## config.mk

```make
export PLATFORM = sky130hd
export DESIGN_NAME = switch_event_log
export DESIGN_NICKNAME = d
export VERILOG_FILES = /design/src/rtl/switch_event_log.sv
export SDC_FILE = /design/constraint.sdc
export NUM_CORES = 1
export LEC_CHECK = 0
export BUFFER_PORTS_ARGS = -buffer_cell sky130_fd_sc_hd__clkbuf_2
export CAP_MARGIN = 10
export CORE_MARGIN = 3
export CORE_UTILIZATION = 55
export CTS_BUF_LIST = sky130_fd_sc_hd__clkbuf_4 sky130_fd_sc_hd__clkbuf_8 sky130_fd_sc_hd__clkbuf_16
export DETAILED_ROUTE_END_ITERATION = 10
export PLACE_DENSITY = 0.74
export SETUP_SLACK_MARGIN = 0.2
export SLEW_MARGIN = 40
export SYNTH_ARGS = -nofsm -noshare
export SYNTH_HDL_FRONTEND = slang
export SYNTH_SLANG_ARGS = --single-unit
```

## constraint.sdc

```tcl
create_clock -name Clock_50 -period 2.3 [get_ports Clock_50]
set_clock_uncertainty 0.1 [all_clocks]
set_input_delay 0 -clock Clock_50 [delete_from_list [all_inputs] [get_ports Clock_50]]
set_output_delay 0 -clock Clock_50 [all_outputs]
set_load 0.005 [all_outputs]
```

## src/rtl/switch_event_log.sv

```systemverilog
// Switch front-end: 2-flop sync, tick-sampled debounce, rising-edge event log shown on 7-seg, event counter on green LEDs.
// Event pulse/history/count update one cycle after the debounced level rises; no backpressure, events are never stalled.
module switch_event_log #(
  parameter int NUM_SW          = 16,
  parameter int DEPTH           = 8,
  parameter int DEBOUNCE_CYCLES = 1000
) (
  input  logic                   Clock_50,
  input  logic                   Resetn,
  input  logic [NUM_SW-1:0]      SWITCH_I,
  input  logic                   CLEAR_I,
  output logic [DEPTH-1:0][6:0]  SEVEN_SEGMENT_N_O,
  output logic [NUM_SW-1:0]      LED_RED_O,
  output logic [8:0]             LED_GREEN_O,
  output logic                   EVENT_VALID_O,
  output logic [3:0]             EVENT_INDEX_O
);

  localparam int TW = $clog2(DEBOUNCE_CYCLES);
  localparam logic [TW-1:0] TICK_LAST = TW'(DEBOUNCE_CYCLES - 1);

  logic [NUM_SW-1:0]     r_sync1, r_sync2, r_samp, r_deb, r_deb_q;
  logic [TW-1:0]         r_tick_cnt;
  logic                  r_evt_vld;
  logic [3:0]            r_evt_idx;
  logic [DEPTH-1:0][3:0] r_hist;
  logic [DEPTH-1:0]      r_hist_vld;
  logic [7:0]            r_count;
  logic                  r_flag;

  logic                  w_tick;
  logic [NUM_SW-1:0]     w_eq, w_rise;
  logic [3:0]            w_idx;
  logic                  w_multi;

  assign w_tick  = (r_tick_cnt == TICK_LAST);
  assign w_eq    = ~(r_sync2 ^ r_samp);
  assign w_rise  = r_deb & ~r_deb_q;
  assign w_multi = |(w_rise & (w_rise - NUM_SW'(1)));

  always_comb begin
    w_idx = '0;
    for (int i = NUM_SW - 1; i >= 0; i--) begin
      if (w_rise[i]) w_idx = 4'(i);
    end
  end

  always_ff @(posedge Clock_50 or negedge Resetn) begin
    if (!Resetn) begin
      r_sync1    <= '0;
      r_sync2    <= '0;
      r_samp     <= '0;
      r_deb      <= '0;
      r_deb_q    <= '0;
      r_tick_cnt <= '0;
    end else begin
      r_sync1    <= SWITCH_I;
      r_sync2    <= r_sync1;
      r_deb_q    <= r_deb;
      r_tick_cnt <= w_tick ? '0 : r_tick_cnt + TW'(1);
      // a bit is accepted only when this tick's level matches the previous tick's sample
      if (w_tick) begin
        r_samp <= r_sync2;
        r_deb  <= (r_deb & ~w_eq) | (r_sync2 & w_eq);
      end
    end
  end

  always_ff @(posedge Clock_50 or negedge Resetn) begin
    if (!Resetn) begin
      r_evt_vld  <= 1'b0;
      r_evt_idx  <= '0;
      r_hist     <= '0;
      r_hist_vld <= '0;
      r_count    <= '0;
      r_flag     <= 1'b0;
    end else begin
      r_evt_vld <= 1'b0;
      if (CLEAR_I) begin
        r_hist_vld <= '0;
        r_count    <= '0;
        r_flag     <= 1'b0;
      end else if (|w_rise) begin
        r_evt_vld <= 1'b1;
        r_evt_idx <= w_idx;
        for (int i = DEPTH - 1; i > 0; i--) begin
          r_hist[i]     <= r_hist[i-1];
          r_hist_vld[i] <= r_hist_vld[i-1];
        end
        r_hist[0]     <= w_idx;
        r_hist_vld[0] <= 1'b1;
        r_count       <= r_count + 8'd1;
        if (w_multi) r_flag <= 1'b1;
      end
    end
  end

  function automatic logic [6:0] seg7(input logic [3:0] v);
    case (v)
      4'h0: seg7 = 7'h40;
      4'h1: seg7 = 7'h79;
      4'h2: seg7 = 7'h24;
      4'h3: seg7 = 7'h30;
      4'h4: seg7 = 7'h19;
      4'h5: seg7 = 7'h12;
      4'h6: seg7 = 7'h02;
      4'h7: seg7 = 7'h78;
      4'h8: seg7 = 7'h00;
      4'h9: seg7 = 7'h10;
      4'hA: seg7 = 7'h08;
      4'hB: seg7 = 7'h03;
      4'hC: seg7 = 7'h46;
      4'hD: seg7 = 7'h21;
      4'hE: seg7 = 7'h06;
      default: seg7 = 7'h0E;
    endcase
  endfunction

  always_comb begin
    SEVEN_SEGMENT_N_O = '1;
    for (int i = 0; i < DEPTH; i++) begin
      SEVEN_SEGMENT_N_O[i] = r_hist_vld[i] ? seg7(r_hist[i]) : 7'h7F;
    end
  end

  assign LED_RED_O     = r_deb;
  assign LED_GREEN_O   = {r_flag, r_count};
  assign EVENT_VALID_O = r_evt_vld;
  assign EVENT_INDEX_O = r_evt_idx;

endmodule
```

==> flow_summary.ini <==
[clocking]
insertion_delay_ns = 0.41
clk_pin_slew_ns = 0.06
cts-root-buf = clkbuf_16
htree_levels = 4
cts.sinks = 140
cts_tree = done
numCtsBuffers = 17
clockBufferDepth = 2

[timing]
setup_tns_ns = 0
max_freq_ghz = 0.479
slew_violations = 0
period_share_pct = 90.8
rsz0062_at_grt = yes
layout_min_cycle_time_ns = 2.09
worstMarginPinSlew_ns = 0.548
maxSlewHeadroom_pct = 63.5
hold_viol = 0
setup_viol = 0

[floorplanning]
start_util_pct = 56.4
rows = 42
die_area_mm2 = 0.0151
die_w_um = 123
coreArea_mm2 = 0.0133
io_pins = 105
die_h_um = 123

[power]
combPwrFrac_pct = 6.3
power.density_mw_per_mm2 = 620
power_mw = 5.72
power.internal_mw = 4.47
irDropWorstVdd_mv = 0.570
p_clk_share_pct = 48.8
p_seq_share_pct = 44.8
p_switching_mw = 1.25
p_sw_share_pct = 21.8
p_leak_nw = 4.02

[final_layout]
n_antenna_cell = 0
multi_input_area_mm2 = 0.00366
fillers = 962
register_area_mm2 = 0.00351
final_common_cell = dfrtp_1
area_delta_synth_final_pct = 23.0
num-nets-final = 947
stdcell_count = 1066
layout-drive-gt1-share_pct = 25.8
mostFrequentLayoutCells = dfrtp_1, clkbuf_2, o21ai_0

[place]
dp.cells = 996
hpwl_um = 11300
io_buffers = 104
gp_congestion = 0.869

[route]
drt.antenna.violating_nets = 0
vias = 5990
dr.first_iter.drc_count = 314
dr.pass1.iters = 5
wirelength_um = 17200
drc = 0
viasPerCell = 5.62
wl_per_cell_um = 16.1

[yosys]
synth-seq-cells = 140
syn_inst = 751
ys_async_sr_fraction_pct = 100
syn-num-nets = 820
syn_avg_cell_area_um2 = 9.98
seq_area_frac_synth_pct = 46.7
syn_area_mm2 = 0.00750
ys_types = 53
yosys_warnings = 0
synthFlopType = dfrtp_1
synth_edf_count = 0

[worst_setup_path]
cp-end-kind = primary output
cp_max_fo = 7
crit_required_ns = 2.20
critPathLaunchType = flop
worstPathArrival_ns = 1.99
critical_path_class = reg -> out

[global_route]
first_global_vias = 5797
antenna_found_initial = 0
grt_pass1_wl_um = 27800
globalRouteOverflowTotal = 0
track_usage_pct = 22.9
grt_max_degree = 56

[status]
status = finished clean

[worst_hold_path]
hold_path.class = in -> async

[run]
cap_violations = 0
power by group through the flow:
| stage | logic [mW] | registers (mW) | clock network [mW] |
|---|---|---|---|
| 2_1_floorplan | 0.179 | 2.59 | 0 |
| 3_3_place_gp | 0.267 | 2.61 | 0 |
| 3_5_place_dp | 0.282 | 2.61 | 0 |
| 4_1_cts | 0.331 | 2.56 | 2.84 |
| 5_1_grt | 0.408 | 2.57 | 2.95 |
| 6_report | 0.362 | 2.56 | 2.79 |
layer usage:
metal	routed length [um]	GRT usage, %	vias up
met2	8710	38.4	163
li1	-	-	2865
met3	959	6.27	24
met1	7260	29.4	2938
met5	0	0	-
met4	240	6.09	0
final timing paths:
check,from,to,slack (ns),cells past startpoint
worst min register to register,r_sync1[5],r_sync2[5],0.24,0
max in group asynchronous,Resetn,r_hist[23],1.43,3
worst min-delay path,Resetn,r_hist[5],0.004,2
worst max register to register,flop,r_flag,0.26,6
min in group Clock_50,CLEAR_I,r_count[4],0.02,2
worst max-delay path,r_hist[0],SEVEN_SEGMENT_N_O[3],0.21,7
worst max-delay path: stages, from the launching register on:
cell        delay (ns)
dfrtp_2           0.38
clkinvlp_4        0.17
ha_4              0.32
inv_2             0.03
mux4_2            0.45
inv_2             0.06
nand2_1           0.05
clkbuf_2          0.12
cell families (layout without fill, tap and decap cells):
family	Yosys count	after routing	share of synthesized area (%)
adder cells (fa/ha/maj)	50	50	8.35
XOR/XNOR	14	14	1.64
flip-flops	140	140	46.7
buffers and inverters	101	240	5.61
multiplexers	52	52	8.55
AND/OR/NAND/NOR	197	197	13.0
AO/OA/AOI/OAI	197	197	16.1
Yosys cell counts, drive strengths merged (3+ instances only):
| master | instances | share of area (%) |
|---|---|---|
| o21ai | 90 | 6.0 |
| a21boi | 7 | 0.70 |
| and2 | 3 | 0.25 |
| nand2b | 25 | 2.1 |
| inv | 57 | 2.9 |
| mux2 | 10 | 1.6 |
| o22ai | 3 | 0.25 |
| nor2 | 43 | 2.2 |
| and4 | 3 | 0.35 |
| nand3 | 26 | 1.7 |
| o31a | 4 | 0.47 |
| xnor2 | 5 | 0.58 |
| clkbuf | 29 | 1.5 |
| a21oi | 33 | 2.2 |
| o211ai | 39 | 3.9 |
| mux4 | 8 | 2.4 |
| o311ai | 7 | 0.82 |
| nand4 | 6 | 0.58 |
| a31oi | 4 | 0.33 |
| buf | 15 | 1.3 |
| nor2b | 5 | 0.52 |
| nand2 | 74 | 3.7 |
| mux2i | 34 | 4.5 |
| dfrtp | 140 | 47 |
| ha | 50 | 8.3 |
| xor2 | 9 | 1.1 |
what timing repair did:
action	in CTS	in global routing
hold buffers	17	0
endpoints found under the hold margin	156	0
endpoints found under the setup margin	9	21
cloned	0	1
setup buffers	11	10
pin swaps	0	4
resized for setup	7	32
per-stage QoR:
stage          setup WS (ns)  util [%]  hold slack (ns)  cell area (um2)
2_1_floorplan          0.429         -           -0.396             7500
3_3_place_gp           0.341      61.2           -0.117             8140
3_5_place_dp           0.222      61.2           -0.111             8140
4_1_cts                0.144      67.8          0.00398             9010
5_1_grt               0.0722      69.3           0.0496             9220
6_report               0.212      69.3          0.00392             9220
final cells by class:
| class | instances | share of cell area [%] |
|---|---|---|
| Multi-Input combinational cell | 510 | 39.7 |
| Clock inverter | 10 | 1.51 |
| Sequential cell | 140 | 38.1 |
| Timing Repair Buffer | 152 | 10.7 |
| Inverter | 57 | 2.39 |
| Tap cell | 176 | 2.39 |
| Clock buffer | 21 | 5.15 |
Note: power is estimated with default switching activity, not from simulation.
